==> src/rtl/input_conditioner_pkg.sv <==
// input_conditioner_pkg: board constants shared by the input conditioning blocks
package input_conditioner_pkg;

    localparam int DEFAULT_WIDTH           = 2;
    localparam int DEFAULT_DEBOUNCE_CYCLES = 1000000;

    function automatic int cnt_width(input int cycles);
        return $clog2(cycles + 1);
    endfunction

endpackage

==> src/rtl/debounce_bit.sv <==
// debounce_bit: synchronizer, stability counter, debounced level and edge pulses for one input bit
module debounce_bit
    import input_conditioner_pkg::*;
#(
    parameter int DEBOUNCE_CYCLES = DEFAULT_DEBOUNCE_CYCLES
) (
    input  logic clk,
    input  logic rst,
    input  logic i_raw,
    output logic o_stable,
    output logic o_rise,
    output logic o_fall,
    output logic o_rise_set
);

    localparam int              CW   = cnt_width(DEBOUNCE_CYCLES);
    localparam logic [CW-1:0]   LAST = CW'(DEBOUNCE_CYCLES - 1);

    logic          r_s0;
    logic          r_s1;
    logic          r_stable;
    logic          r_rise;
    logic          r_fall;
    logic [CW-1:0] r_cnt;
    logic          w_differ;
    logic          w_toggle;

    assign w_differ   = r_s1 != r_stable;
    assign w_toggle   = w_differ && (r_cnt == LAST);
    assign o_rise_set = w_toggle & r_s1;
    assign o_stable   = r_stable;
    assign o_rise     = r_rise;
    assign o_fall     = r_fall;

    // two-flop synchronizer for the asynchronous board input
    always_ff @(posedge clk) begin
        if (rst) begin
            r_s0 <= 1'b0;
            r_s1 <= 1'b0;
        end else begin
            r_s0 <= i_raw;
            r_s1 <= r_s0;
        end
    end

    // any cycle matching the current level restarts the window; a full window commits the new level
    always_ff @(posedge clk) begin
        if (rst) begin
            r_cnt    <= '0;
            r_stable <= 1'b0;
            r_rise   <= 1'b0;
            r_fall   <= 1'b0;
        end else begin
            r_cnt    <= (!w_differ || w_toggle) ? '0 : r_cnt + 1'b1;
            r_stable <= w_toggle ? r_s1 : r_stable;
            r_rise   <= w_toggle & r_s1;
            r_fall   <= w_toggle & ~r_s1;
        end
    end

endmodule

==> src/rtl/input_conditioner.sv <==
// input_conditioner: per-bit debounce of board inputs with edge pulses and sticky rise events
module input_conditioner
    import input_conditioner_pkg::*;
#(
    parameter int WIDTH           = DEFAULT_WIDTH,
    parameter int DEBOUNCE_CYCLES = DEFAULT_DEBOUNCE_CYCLES
) (
    input  logic             clk,
    input  logic             rst,
    input  logic [WIDTH-1:0] rawPorts,
    input  logic [WIDTH-1:0] clearEvents,
    output logic [WIDTH-1:0] cleanPorts,
    output logic [WIDTH-1:0] risePulse,
    output logic [WIDTH-1:0] fallPulse,
    output logic [WIDTH-1:0] eventLatch
);

    logic [WIDTH-1:0] w_rise_set;
    logic [WIDTH-1:0] r_event;

    assign eventLatch = r_event;

    for (genvar g = 0; g < WIDTH; g++) begin : g_bit
        debounce_bit #(
            .DEBOUNCE_CYCLES(DEBOUNCE_CYCLES)
        ) u_debounce (
            .clk       (clk),
            .rst       (rst),
            .i_raw     (rawPorts[g]),
            .o_stable  (cleanPorts[g]),
            .o_rise    (risePulse[g]),
            .o_fall    (fallPulse[g]),
            .o_rise_set(w_rise_set[g])
        );
    end

    // sticky event flags: a rise registered on the same edge as a clear keeps the flag set
    always_ff @(posedge clk) begin
        if (rst) begin
            r_event <= '0;
        end else begin
            r_event <= (r_event & ~clearEvents) | w_rise_set;
        end
    end

endmodule

==> config.mk <==
export PLATFORM = sky130hd
export DESIGN_NAME = input_conditioner
export DESIGN_NICKNAME = d
export VERILOG_FILES = /design/src/rtl/input_conditioner_pkg.sv /design/src/rtl/debounce_bit.sv /design/src/rtl/input_conditioner.sv
export SDC_FILE = /design/constraint.sdc
export NUM_CORES = 1
export LEC_CHECK = 0
export ABC_AREA = 0
export CAP_MARGIN = 20
export CORE_MARGIN = 1.5
export CORE_UTILIZATION = 55
export DETAILED_ROUTE_END_ITERATION = 8
export PLACE_DENSITY_LB_ADDON = 0.08
export SLEW_MARGIN = 20
export SYNTH_ARGS = -nofsm -noshare
export SYNTH_HDL_FRONTEND = slang
export SYNTH_SLANG_ARGS = --single-unit
==> constraint.sdc <==
create_clock -name clk -period 3.24 [get_ports clk]
set_input_delay 0.324 -clock clk [delete_from_list [all_inputs] [get_ports clk]]
set_output_delay 0.324 -clock clk [all_outputs]
set_load 0.05 [all_outputs]
# Word level (Yosys, flattened, before mapping)
# Index checks and enable logic that the tools add are counted.
# totals
register_bits	52
input_bits	6
out_inout_bits	8
wordCells	36
# op_classes
n_addsub	2
eq_ne	4
bitwise	9
n_reduce_logical	8
# op_table
operator	n
$add A20 B1 Y20 const B	2
$eq A20 B20 Y1 const B	2
$and A1 B1 Y1	4
$reduce_or A2 Y1	2
$and A2 B2 Y2	1
$logic_and A1 B1 Y1	2
$logic_not A1 Y1	2
$logic_or A1 B1 Y1	2
$ne A1 B1 Y1	2
$not A1 Y1	2
$not A2 Y2	1
$or A2 B2 Y2	1

# Logic depth before layout (Yosys ltp)
# Gate-level depths: netlist (run 1).
# logic_depth
depth_word	4
mapped_depth	7
mapped_depth_nobuf	5

# Cells and area by module
# A second synthesis (run 1) with hierarchy kept.
# unflattened
hier_cells	258
hier_area_um2	2379.8
# by_module_without_submodules
mod	n_inst	cells_each	area_each_um2	seq_area_each_um2
debounce_bit	2	125	1154.9	500.5
input_conditioner	1	8	70.1	40.0

# Least setup slack after synthesis (run 1)
# No wires, ideal clock.
# synth_path
path_kind	reg-to-reg
startpoint	reg g_bit[1].u_debounce.r_cnt[0]
endpoint	reg g_bit[1].u_debounce.r_cnt[10]
setup_ps	117
arrival_time_ps	1688
t_required_ps	3123
slack_ps	1434
path_stages_with_launch	8
path_buffers	2
synth_period_minus_slack_ps	1806
path_cell_list	dfxtp_1 ha_1 and4_1 buf_2 nand4_1 o21ai_1 buf_2 nor2_1
# synth_between
elab_chain_len	4
word_cells_on_any_way	5
cone_classes	1 x add/sub; 1 x eq/ne; 3 x reduce/logical
# synth_rtl
element	line_no	rtl
start: declaration	debounce_bit.sv:24	logic [CW-1:0] r_cnt;
start signal: assignment	debounce_bit.sv:54	r_cnt <= (!w_differ || w_toggle) ? '0 : r_cnt + 1'b1;
branches (longest 4 deep; another with $add A20 B1 Y20)	--	
# Parallel ways; which one is timed is not known.
# A chain may end at the register's enable or synchronous reset.

# Final worst setup path (run 1)
# layout_path
startpoint	reg g_bit[0].u_debounce.r_cnt[7]
endpoint	reg g_bit[0].u_debounce.r_cnt[19]
# layout_between
elab_chain_len	4
word_cells_on_any_way	5
cone_classes	1 x add/sub; 1 x eq/ne; 3 x reduce/logical
# layout_rtl
element	line_no
start: declaration	debounce_bit.sv:24
start signal: assignment	debounce_bit.sv:54
branches (longest 4 deep; another with $add A20 B1 Y20)	--
# Parallel ways; which one is timed is not known.

==> out/qor.yml, run 1 <==
drtAntennaViolNets: 0
yosysMostFrequentCell: "dfxtp_1"
dp_hpwl_um: 2640
clockBufferDepth: 2
timing_hold_violations_final: 0
grt_overflow: 0
final.setup.tns_ns: 0
cts_root_buffer: "clkbuf_8"
leakage_nw: 0.7621
synthMuxAreaShare_pct: 0
tightest_slew_ns: 0.7720
setup_ws_ns: 1.315
yosys-top-cells-count: "dfxtp_1, nor2_1, xor2_1"
rsz0062_at_grt: "no"
cap_viol_max_count: 0
ctsResizeCount: 0
ys_top_cells_by_area: "dfxtp_1, xor2_1, nor2_1"
netlist_instances: 250
numCtsBuffers: 5
syn_to_final_growth_pct: 9.492
drv_slew: 0
status: "complete, no violations"
synth_fp_nets: 258
endpoint_kind: "flip-flop"
synth-async-reset-ratio_pct: 0
syn_area_mm2: 0.002267
die_w_um: 67.21
initial_utilization_pct: 57.09
cts_tree: "done"
finalWorstPathRequiredPeriod_ns: 1.925
pin_count: 14
hold_depth: 1
period_share_pct: 59.42
r2r_cells: 4
synth_xor_area_share_pct: 10.04
worstPathMaxFanout: 10
synth-main-ff-cell: "dfxtp_1"
gp_congestion: 0.7640
total_power_mw: 1.051
crit_type: "reg -> reg"
dieHeight_um: 67.21
ys_types: 35
antenna_found_initial: 0
synth_seq_cells: 52
grt_pass1_wl_um: 6782
n_antenna_cell: 0
timing.fmax_ghz: 0.5194
finalClockSkew_ns: 0.004907
power.density_mw_per_mm2: 423.5
grt_max_degree: 20
syn_avg_cell_area_um2: 9.069
critPathLaunchType: "flip-flop"
nNetsFinal: 265
routedWlPerCell_um: 12.95
drt_iter0_drc: 79
core_area_mm2: 0.003971
post-cts-setup-buffers: 0
worstSkewPairLatency_ns: 0.30
dp_slack_ns: 1.316
arrival_ns: 2.16
yosys.area_share.simple_pct: 30.13
io_buffers: 13
setup_violations: 0
nFillCells: 345
grt_pass1_vias: 1487
synth_top_area_share_pct: 45.92
cts_hold_buffers: 0
synth_top_family_by_area: "simple AND/OR/NAND/NOR gates"
ys_warn_count: 0
peakVddDrop_uv: 289.0
finalWirelength_um: 3975
synth-adder-area-share_pct: 1.104
dieArea_mm2: 0.004517
synth-edff-count: 0
yosys.area.top_type: "dfxtp_1"
critPathRequiredTime_ns: 3.48
final-seq-area_mm2: 0.001041
drive_gt1_share_pct: 6.615
row_count: 23
min_path_type: "reg -> reg"
grt_usage_pct: 20.16
relSlewSlack_pct: 48.54
yosysSeqAreaShare_pct: 45.92
dr.pass1.iters: 6
viasPerCell: 5.537
clk_pin_slew_ns: 0.09
synth_compound_area_share_pct: 8.720
num_vias: 1700
drc: 0
htreeDepth: 2
multiInputGateArea_mm2: 0.001134
clock_sinks: 52
-- area by class of cell --
cell class                      count  area share [%]
Clock buffer                        7           3.881
Inverter                            3          0.4536
Multi-Input combinational cell    181           45.67
Sequential cell                    52           41.94
Tap cell                           50           2.520
Timing Repair Buffer               14           5.544
-- routing by layer --
metal | track usage (%) | vias to the layer above | routed length [um] | part of all wire [%]
met1 | 28.86 | 778 | 2176 | 55
met2 | 27.60 | 24 | 1583 | 40
met5 | 0 | - | 0 | 0
met4 | 10.71 | 0 | 41 | 1.0
li1 | - | 896 | - | -
met3 | 5.167 | 2 | 173 | 4.4
-- registers in the layout, summed over array words and instances (netlist names) --
register	cells
g_bit.u_debounce.r_cnt	40
g_bit.u_debounce.o_fall	2
g_bit.u_debounce.r_s1	2
g_bit.u_debounce.o_stable	2
g_bit.u_debounce.r_s0	2
g_bit.u_debounce.o_rise	2
eventLatch	2
-- final timing paths --
path                                      startpoint                                       end  slack [ns]
max          g_bit[0].u_debounce.r_cnt[7]$_SDFF_PP0_  g_bit[0].u_debounce.r_cnt[19]$_SDFF_PP0_        1.31
min              g_bit[1].u_debounce.r_s0$_SDFF_PP0_       g_bit[1].u_debounce.r_s1$_SDFF_PP0_        0.45
max reg2reg  g_bit[0].u_debounce.r_cnt[7]$_SDFF_PP0_  g_bit[0].u_debounce.r_cnt[19]$_SDFF_PP0_        1.31
min reg2reg      g_bit[1].u_debounce.r_s0$_SDFF_PP0_       g_bit[1].u_debounce.r_s1$_SDFF_PP0_        0.45
-- metrics by stage --
step	utilization [%]	area [um^2]	instances	hold slack, ns
final	62.51	2482	307	0.4455
after floorplan	-	2267	250	0.3956
after detailed placement	60.08	2386	300	0.4298
after CTS	62.51	2482	307	0.4507
after global placement	60.08	2386	300	0.4197
after global routing	62.51	2482	307	0.4669
-- kinds of logic (layout without fill, tap and decap cells) --
family,count (synthesis),count (layout)
XOR/XNOR,26,26
adder cells (fa/ha/maj),2,2
flip-flops,52,52
AND/OR/NAND/NOR,121,121
buffers and inverters,17,24
AO/OA/AOI/OAI,32,32
-- cell usage in the layout (no fill, tap or decap), types with 2 or more instances in the layout --
master,instances
dfxtp_1,52
nor2_1,28
xor2_1,19
nand2_1,14
nand3_1,14
a21oi_1,14
clkdlybuf4s50_1,13
nand4_1,11
or4_1,8
o21ai_0,8
xnor2_1,7
o31ai_1,7
clkbuf_8,7
or3_1,6
and3_1,5
nor4b_1,5
nor2b_1,5
and4_1,4
nor4_1,4
nand2b_1,3
inv_1,3
nor3b_1,2
or2_2,2
and2_1,2
or3_2,2
nor3_1,2
ha_1,2
-- worst max-delay path, cell delays in order (launching register included) --
cell and delay, ns:
dfxtp_1 0.47, nand4_2 0.17, or3_1 0.52, or4_1 0.54
a21oi_1 0.16
-- report_power, final --
part / leakage (nW) / switching [mW] / internal [mW]
Combinational: 0.292 / 0.00904 / 0.00944
Sequential: 0.420 / 0.00226 / 0.641
Clock: 0.0503 / 0.199 / 0.190
Note: power is estimated with default switching activity, not from simulation.
==> inputs of run 2 (changes only) <==
clock period = 1.8 ns   (was 3.24 ns; I/O delays follow)
==> run 2 against run 1 <==
Final cell count rose by 5.2%. Largest cell class unchanged. Wire length increased by 2.1%. Highest routed layer unchanged. Hold slack lost 0.029 ns. First-iteration DRC count is 44% lower.
==> out/qor.yml, run 2 (synthesis gave the netlist of run 1 again) <==
status: "complete, no violations"
dp_hpwl_um: 2853  # +8.1%
dieArea_mm2: 0.004517  # unchanged
grt_overflow: 0  # unchanged
worstSkewPairLatency_ns: 0.31  # about the same
dieHeight_um: 67.21  # unchanged
cp.depth: 1  # -3
cts_tree: "done"
reg2reg_slack_ns: 0.12  # -1.19 ns
arrival_ns: 1.57  # -0.59 ns
grt_max_degree: 20  # unchanged
row_count: 23  # unchanged
layout_commonest_cell: "dfxtp_1"
cts_hold_buffers: 0  # unchanged
dr.pass1.iters: 4  # -2
crit_type: "reg -> out"
rsz0062_at_grt: "yes"
pin_count: 14  # unchanged
timing_hold_violations_final: 0  # unchanged
worstPathMaxFanout: 5  # -5
cap_viol_max_count: 0  # unchanged
cp_slowest_cell: "clkdlybuf4s50_1"
critPathLaunchType: "flip-flop"
critPathBufInv: 1  # +1
viasPerCell: 5.365  # -3.1%
dp.cells: 315  # +5.0%
power.density_mw_per_mm2: 753.5  # +78%
drc: 0  # unchanged
antenna_found_initial: 0  # unchanged
clk_pin_slew_ns: 0.09  # about the same
routedWlPerCell_um: 12.56  # -3.0%
syn_to_final_growth_pct: 16.83
total_power_mw: 1.996  # +90%
clockBufferDepth: 2  # unchanged
largest_register_ffs: 40  # unchanged
crit_chain: "clkdlybuf4s50_1"
io_buffers: 13  # unchanged
critPathRequiredTime_ns: 1.62  # -1.86 ns
crit_family: "buffers and inverters"
cp_slowest_stage_delay_ns: 0.83  # +0.29 ns
worstHoldStart: "rawPorts[0]"
tightest_slew_ns: 0.4966  # -0.2753 ns
finalWorstPathRequiredPeriod_ns: 1.748
htreeDepth: 2  # unchanged
post-cts-setup-buffers: 0  # unchanged
period_share_pct: 97.09
crit-reg2reg-capture: "g_bit[0].u_debounce.r_cnt[17]$_SDFF_PP0_"
timing.rr.start: "g_bit[0].u_debounce.r_cnt[10]$_SDFF_PP0_"
min_path_type: "in -> reg"
nNetsFinal: 280  # +5.7%
endpoint: "cleanPorts[1]"
utilization_pct: 66.70  # +4.2 points
cp-startpoint: "g_bit[1].u_debounce.o_stable$_SDFFE_PP0P_"
drtAntennaViolNets: 0  # unchanged
grt_usage_pct: 19.78  # -0.37 points
regMostFlops: "g_bit.u_debounce.r_cnt"
die_w_um: 67.21  # unchanged
setup_violations: 0  # unchanged
finalWirelength_um: 4057  # +2.1%
r2r_cells: 4  # unchanged
relSlewSlack_pct: 66.84  # +18 points
timing.fmax_ghz: 0.5722
hold_ws_ns: 0.4166  # -0.02892 ns
leakage_nw: 0.8688  # +14%
numCtsBuffers: 5  # unchanged
num_vias: 1733  # +1.9%
finalClockSkew_ns: 0.004223  # -0.0006842 ns
finalNonFillerCells: 323  # +5.2%
gp_congestion: 0.8131  # +6.4%
final_cell_mix: "dfxtp_1, nor2_1, xor2_1"
initial_utilization_pct: 57.09  # unchanged
peakVddDrop_uv: 461.9  # +60%
nFillCells: 345  # unchanged
endpoint_kind: "primary output"
drt_iter0_drc: 44  # -44%
core_area_mm2: 0.003971  # unchanged
drive_gt1_share_pct: 14.65  # +8.0 points
cts_root_buffer: "clkbuf_8"
clock_sinks: 52  # unchanged
multiInputGateArea_mm2: 0.001155  # +1.9%
n_antenna_cell: 0  # unchanged
grt_pass1_vias: 1534  # +3.2%
final-seq-area_mm2: 0.001044  # +0.24%
drv_slew: 0  # unchanged
grt_pass1_wl_um: 6755  # -0.40%
## run 2: power by group
| part | switching [mW] | total [mW] | leakage, nW | internal (mW) |
|---|---|---|---|---|
| logic | 0.0173 | 0.0388 | 0.394 | 0.0215 |
| registers | 0.00446 | 1.16 | 0.421 | 1.15 |
| clock network | 0.386 | 0.798 | 0.0541 | 0.411 |
## run 2: worst min-delay path by stage
stage / endpoint / depth (start not counted)
final: g_bit[0].u_debounce.r_s0$_SDFF_PP0_ / 2
after detailed placement: g_bit[0].u_debounce.r_s1$_SDFF_PP0_ / 1
after floorplan: g_bit[1].u_debounce.r_s0$_SDFF_PP0_ / 1
after global placement: g_bit[0].u_debounce.r_s1$_SDFF_PP0_ / 1
after CTS: g_bit[0].u_debounce.r_s0$_SDFF_PP0_ / 2
after global routing: g_bit[0].u_debounce.r_s0$_SDFF_PP0_ / 2
## run 2: stage by stage
step	instance area, um^2	setup TNS [ns]	worst slack (ns)
floorplan	2271	0	0.06932
global placement	2515	0	0.05148
detailed placement	2515	-0.02262	-0.02202
CTS	2635	0	0.04706
global route	2649	-0.008512	-0.008512
finish	2649	0	0.05242
## run 2: cell type report
cell class                      count  area share [%]
Sequential cell                    52           39.40
Timing Repair Buffer               29           10.01
Clock inverter                      3           1.606
Tap cell                           50           2.362
Inverter                            3          0.4251
Clock buffer                        5           2.598
Multi-Input combinational cell    181           43.60
## run 2: repair_timing
action,CTS,global route
setup endpoints to repair,3,7
gates cloned,0,0
pin swaps,1,2
gates resized for setup,3,5
## run 2: routing by layer
metal  global-route usage, %  vias up  part of all wire [%]
met1                   25.94      775                    53
li1                        -      934                     -
met3                   5.500        5                   3.1
met4                   8.418        0                   1.8
met2                   30.57       19                    43
met5                       0        -                     0
==> inputs of run 3 (changes only) <==
CTS_BUF_LIST = sky130_fd_sc_hd__clkbuf_16   (was default)
==> run 3 against run 2 <==
Via count increased by 3.3%. Largest cell class unchanged. Highest routed layer unchanged. Critical endpoint is now g_bit[0].u_debounce.o_fall$_SDFF_PP0_. Clock skew about the same. Clock-buffer cell count unchanged.
==> out/qor.yml, run 3 (synthesis gave the netlist of run 1 again) <==
status: "complete, no violations"
dp_hpwl_um: 2853  # unchanged
finalClockSkew_ns: 0.004233  # +0.00001038 ns
setup_violations: 0  # unchanged
worstSkewPairLatency_ns: 0.29  # -0.02 ns
grt_pass1_vias: 1599  # +4.2%
crit-reg2reg-capture: "g_bit[0].u_debounce.o_fall$_SDFF_PP0_"
worstHoldStart: "g_bit[1].u_debounce.r_cnt[0]$_SDFF_PP0_"
largest_register_ffs: 40  # unchanged
gp_congestion: 0.8131  # unchanged
numCtsBuffers: 5  # unchanged
tightest_slew_ns: 0.4935  # -0.003103 ns
drtAntennaViolNets: 0  # unchanged
core_area_mm2: 0.003971  # unchanged
viasPerCell: 5.508  # +2.7%
grt_max_degree: 20  # unchanged
reg2reg_slack_ns: 0.07  # -0.05 ns
hold_end: "g_bit[1].u_debounce.r_cnt[0]$_SDFF_PP0_"
grt_pass1_wl_um: 6934  # +2.6%
stdcell_area_mm2: 0.002723  # +2.8%
hold_ws_ns: 0.4352  # +0.01862 ns
io_buffers: 13  # unchanged
min_path_type: "reg -> reg"
finalWorstPathRequiredPeriod_ns: 1.735  # -0.01265 ns
endpoint_kind: "flip-flop"
antenna_found_initial: 0  # unchanged
layout_commonest_cell: "dfxtp_1"
crit_type: "reg -> reg"
critPathLaunchType: "flip-flop"
r2r_cells: 5  # +1
final_cell_mix: "dfxtp_1, nor2_1, xor2_1"
grt_overflow: 0  # unchanged
grt_usage_pct: 19.99  # +0.21 points
cts_hold_buffers: 0  # unchanged
hold_depth: 1  # -1
timing.rr.start: "g_bit[0].u_debounce.r_cnt[8]$_SDFF_PP0_"
period_share_pct: 96.38  # -0.70 points
arrival_ns: 1.92  # +0.35 ns
relSlewSlack_pct: 67.00  # +0.16 points
timing.fmax_ghz: 0.5764  # +0.73%
peakVddDrop_uv: 612.1  # +33%
syn_to_final_growth_pct: 20.09
regMostFlops: "g_bit.u_debounce.r_cnt"
timing_hold_violations_final: 0  # unchanged
leakage_nw: 0.8909  # +2.5%
drive_gt1_share_pct: 15.64  # +0.98 points
clock_sinks: 52  # unchanged
nNetsFinal: 282  # +0.71%
drv_slew: 0  # unchanged
routedWlPerCell_um: 12.95  # +3.1%
htreeDepth: 2  # unchanged
nFillCells: 336  # -2.6%
num_vias: 1790  # +3.3%
critPathRequiredTime_ns: 1.99  # +0.37 ns
clk_pin_slew_ns: 0.07  # -0.02 ns
dr.pass1.iters: 4  # unchanged
pin_count: 14  # unchanged
n_antenna_cell: 0  # unchanged
dieArea_mm2: 0.004517  # unchanged
dieHeight_um: 67.21  # unchanged
cap_viol_max_count: 0  # unchanged
placed_cell_area_mm2: 0.002515  # unchanged
cts_root_buffer: "clkbuf_16"
initial_utilization_pct: 57.09  # unchanged
row_count: 23  # unchanged
finalWirelength_um: 4209  # +3.7%
drt_iter0_drc: 60  # +36%
power.density_mw_per_mm2: 829.9  # +10%
cts_tree: "done"
die_w_um: 67.21  # unchanged
worstPathMaxFanout: 5  # unchanged
drc: 0  # unchanged
clockBufferDepth: 2  # unchanged
==> run 3: cell types whose count changed in the layout (fill, tap and decap cells not counted), sizes merged <==
cell / change
dlymetal6s2s: -1
clkdlybuf4s50: +1
buf: +2
==> run 3: per-stage QoR <==
step                      TNS (ns)  total power [mW]  worst slack [ns]  std cells  utilization (%)
after floorplan                  0             1.203           0.06932        250                -
after global placement           0             1.225           0.05148        315            63.33
after detailed placement  -0.02262             1.225          -0.02202        315            63.33
after CTS                        0             2.295           0.04589        323            67.77
after global routing      -0.02884             2.337          -0.01012        325            68.56
final                            0             2.260           0.06508        325            68.56
==> run 3: area by class of cell <==
type	instances	area, um^2	share of cell area (%)
Multi-Input combinational cell	181	1160	42.60
Clock inverter	3	42.54	1.563
Inverter	3	11.26	0.4136
Tap cell	50	62.56	2.298
Clock buffer	5	125.1	4.596
Sequential cell	52	1044	38.33
Timing Repair Buffer	31	277.8	10.20
==> run 3: worst max-delay path by stage <==
stage,start,to,cells past startpoint
2_1_floorplan,g_bit[0].u_debounce.r_cnt[7]$_SDFF_PP0_,g_bit[0].u_debounce.r_cnt[17]$_SDFF_PP0_,5
3_3_place_gp,g_bit[0].u_debounce.r_cnt[10]$_SDFF_PP0_,g_bit[0].u_debounce.r_cnt[19]$_SDFF_PP0_,4
3_5_place_dp,g_bit[1].u_debounce.r_cnt[0]$_SDFF_PP0_,g_bit[1].u_debounce.o_rise$_SDFF_PP0_,5
4_1_cts,g_bit[1].u_debounce.r_cnt[0]$_SDFF_PP0_,g_bit[1].u_debounce.o_rise$_SDFF_PP0_,5
5_1_grt,g_bit[1].u_debounce.r_cnt[2]$_SDFF_PP0_,g_bit[1].u_debounce.r_cnt[15]$_SDFF_PP0_,5
6_report,g_bit[0].u_debounce.r_cnt[8]$_SDFF_PP0_,g_bit[0].u_debounce.o_fall$_SDFF_PP0_,5
==> run 3: timing repair <==
action	4_1_cts	5_1_grt
setup endpoints to repair	3	5
gates resized for setup	3	5
pin swaps	1	4
setup buffers	0	2
==> run 3: report_power, final <==
| group | internal [mW] | total (mW) | switching [mW] |
|---|---|---|---|
| registers | 1.16 | 1.16 | 0.00448 |
| logic | 0.0214 | 0.0384 | 0.0171 |
| clock network | 0.653 | 1.06 | 0.408 |
| total | 1.83 | 2.26 | 0.430 |
==> run 3: worst max-delay path, cell delays in order (launching register included) <==
cell and delay (ns):
dfxtp_1 0.32, buf_4 0.15, nor4b_1 0.28, nand2_1 0.22
or3_1 0.40, nor4_1 0.27
==> run 3: per-layer routing <==
metal | track usage (%) | vias to the layer above | part of all wire, %
li1 | - | 935 | -
met1 | 25.84 | 826 | 50
met2 | 32.92 | 25 | 45
met3 | 5.167 | 4 | 3.7
met4 | 5.867 | 0 | 1.1
met5 | 0 | - | 0
==> edit 1: new RTL, config.mk and constraints of run 2 <==
The package constant `DEFAULT_DEBOUNCE_CYCLES` goes from 1000000 to 500000.
--- a/src/rtl/input_conditioner_pkg.sv
+++ b/src/rtl/input_conditioner_pkg.sv
@@ -3,5 +3,5 @@
 
     localparam int DEFAULT_WIDTH           = 2;
-    localparam int DEFAULT_DEBOUNCE_CYCLES = 1000000;
+    localparam int DEFAULT_DEBOUNCE_CYCLES = 500000;
 
     function automatic int cnt_width(input int cycles);
Formal check against the unedited RTL: no difference found for any inputs over 10 cycles, from zero or initial values and one cycle with rst high; that may be too few to reach the edited logic, so the function may still have changed.
==> edit 1 against run 2 <==
Routed wire length grew 2.0%; worst setup slack better by 0.0065 ns; final cell count grew 1.2%; sequential cell count decreased by 2; combinational power rose by 1%; synthesized area shrank 2.5%; final area down 0.94%; global-route usage up 1.8 points; power fell by 8.9%; critical endpoint is now eventLatch[1]; largest cell class unchanged; largest power group unchanged.
==> edit 1: results (changes against run 2) <==
dpl cells 318 (+0.95%); Seq/Total Area, Yosys 0.4527 (-0.006416); largest net degree at the start of global routing 17 (-15%); outcome finished, final reports clean; WL met3 199 um (+60%); first-pass GRT wire length 7.120 mm (+5.4%); Hold Path End g_bit[1].u_debounce.r_s0; Crit. Startpoint g_bit[1].u_debounce.r_cnt[5]; max reg flops 38 (-5.0%); Synth Net Count 256 (-0.78%); post-synth cell types 37 (+5.7%); GP Congestion 0.8562 (+5.3%); CP Capture Point eventLatch[1]; wire length per cell 12.66 um (+0.80%); met3 Use GR 0.05281 (-0.002189); Synth area leaders dfxtp_1, xnor2_1, nor2_1; Area after DPL 0.002502 sq mm (-0.50%); met1 Resource Use GR 0.3075 (+0.04811); aggregate global-route resource usage 0.2158 (+0.01801); hold slack 0.4362 ns (+0.01963 ns); Starting DRT DRC Count 87 (+98%); Reg2Reg Launch Point g_bit[1].u_debounce.r_cnt[5]; DRT met1 WL 2.190 mm (+2.6%); vias in the first global route 1522 (-0.78%); CP delay by family, top simple AND/OR/NAND/NOR gates; Fin Clk Skew 0.008314 ns (+0.004091 ns); pre-CTS setup slack 0.05192 ns (+0.07394 ns); fin nets 286 (+2.1%); Largest stage delay, worst path 0.46 ns (-0.37 ns); peak supply drop 416.9 uV (-9.7%); Met2 Wirelength 1.659 mm (-3.8%); Crit Path Max Fanout 6 (+1); cell leakage power 0.8204 nW (-5.6%)
edit 1: repair_timing:
item,4_1_cts,5_1_grt
endpoints found under the setup margin,0,7
setup buffers,0,1
resized for setup,0,4
edit 1: power by group:
group	switching, W	internal [W]
Combinational	0.0000180	0.0000214
Clock	0.000354	0.000310
Sequential	0.00000370	0.00111
Total	0.000376	0.00144
edit 1: final cells by class:
type | instances | area (sq um)
clock inverters | 1 | 5.005
inverters | 5 | 18.77
fillers | 314 | 1147
repair buffers | 36 | 315.3
clock buffers | 7 | 86.33
well taps | 48 | 60.06
multi-input cells | 180 | 1137
flip-flops and latches | 50 | 1001
edit 1: kinds of logic (layout without fill, tap and decap cells):
family	Yosys count	after routing	share of synthesized area
compound gates	15	15	0.03962
xor+xnor	30	30	0.1188
fa+ha+maj	2	2	0.01132
buf+inv	18	49	0.04301
flops	50	50	0.4527
mux	3	3	0.01358
simple gates	130	130	0.3209
==> edit 2: new RTL, flow settings as in run 2 <==
Made on the original files. Register the output `risePulse`, without a reset; this adds one clock of latency there. The other outputs are not delayed to match.
--- a/src/rtl/input_conditioner.sv
+++ b/src/rtl/input_conditioner.sv
@@ -16,4 +16,6 @@
 );
 
+    logic [WIDTH-1:0] risePulse_d;
+
     logic [WIDTH-1:0] w_rise_set;
     logic [WIDTH-1:0] r_event;
@@ -29,5 +31,5 @@
             .i_raw     (rawPorts[g]),
             .o_stable  (cleanPorts[g]),
-            .o_rise    (risePulse[g]),
+            .o_rise    (risePulse_d[g]),
             .o_fall    (fallPulse[g]),
             .o_rise_set(w_rise_set[g])
@@ -44,4 +46,8 @@
     end
 
+    always_ff @(posedge clk) begin
+        risePulse <= risePulse_d;
+    end
+
 endmodule
 
Formal check against the unedited RTL: same outputs for any inputs over 10 cycles, from zero or initial values and one cycle with rst high; that may be too few to reach the edited logic, so the function may still have changed.
==> edit 2 against run 2 <==
Synthesized cell count increased by 4.0%; final area increased by 8.6%; final cell count increased by 7.1%; sequential cell count increased by 2; power increased by 3.6%; critical path depth increased by 4; via count increased by 10%; synthesized area increased by 5.5%; routed wire length increased by 12%; worst setup slack got worse by 0.020 ns; critical endpoint is now g_bit[1].u_debounce.r_cnt[1]; largest power group unchanged.
==> edit 2: results (changes against run 2) <==
aggregate global-route resource usage 0.2014 (+0.003551); post-CTS sizing 0 (-3); Seq/Total Area, Yosys 0.4521 (-0.007042); via count 1910 (+10%); Area after DPL 0.002725 sq mm (+8.4%); WP data arrival 1.98 ns (+0.41 ns); worst min-delay path startpoint g_bit[0].u_debounce.o_rise; hpwl dp 3.236 mm (+13%); Clock Power 0.000822 W (+3.0%); r2r setup slk 0.03 ns (-0.09 ns); dpl cells 338 (+7.3%); post-synth cell types 42 (+20%); Synth top cells by count dfxtp_1, nor2_1, xnor2_1, nand2_1; sw frac 0.2067 (+0.002241); Adder-Cell Fraction of Synth Area 0.01047 (-0.0005718); Synth area leaders dfxtp_1, xnor2_1, nor2_1; first-pass GRT wire length 7.038 mm (+4.2%); Worst path slowest cell or4_4; Hold WC Path Type reg -> reg; outcome finished, final reports clean; fraction of layout cells with a size suffix above 1 0.2095 (+0.06294); Worst Hold Depth 0 (-2); Max-slew headroom 0.6633 (-0.005096); Synth Net Count 268 (+3.9%); post-synthesis mux area share 0.004186 (+0.004186); Hold Path End risePulse[0]; Largest stage delay, worst path 0.58 ns (-0.25 ns); syn avg cell area 9.196 sq um (+1.4%); CP delay by family, top simple AND/OR/NAND/NOR gates; Crit Path Max Fanout 4 (-1); peak supply drop 485.4 uV (+5.1%); Crit. Startpoint g_bit[1].u_debounce.r_cnt[1]; combinational logic power 0.0000416 W (+7.2%)
-- edit 2: cell type report --
cell class | count | area [sq um]
Multi-Input combinational cell | 188 | 1256
Fill cell | 321 | 1209
Sequential cell | 54 | 1087
Timing Repair Buffer | 41 | 340.3
Clock buffer | 5 | 68.82
Tap cell | 50 | 62.56
Clock inverter | 3 | 43.79
Inverter | 5 | 18.77
-- edit 2: cells by family (layout without fill, tap and decap cells) --
| family | Yosys count | count (layout) |
|---|---|---|
| compound gates | 24 | 24 |
| xor+xnor | 29 | 29 |
| fa+ha+maj | 2 | 2 |
| buf+inv | 18 | 54 |
| flops | 54 | 54 |
| mux | 1 | 1 |
| simple gates | 132 | 132 |
-- edit 2: per-layer routing --
metal | part of all wire | routed length, um | up-vias | GRT usage
met5 | 0 | 0 | - | 0
met4 | 0.015 | 68 | 0 | 0.06863
met3 | 0.020 | 91 | 8 | 0.04870
met2 | 0.49 | 2233 | 14 | 0.3498
met1 | 0.47 | 2159 | 893 | 0.2425
li1 | - | - | 995 | -
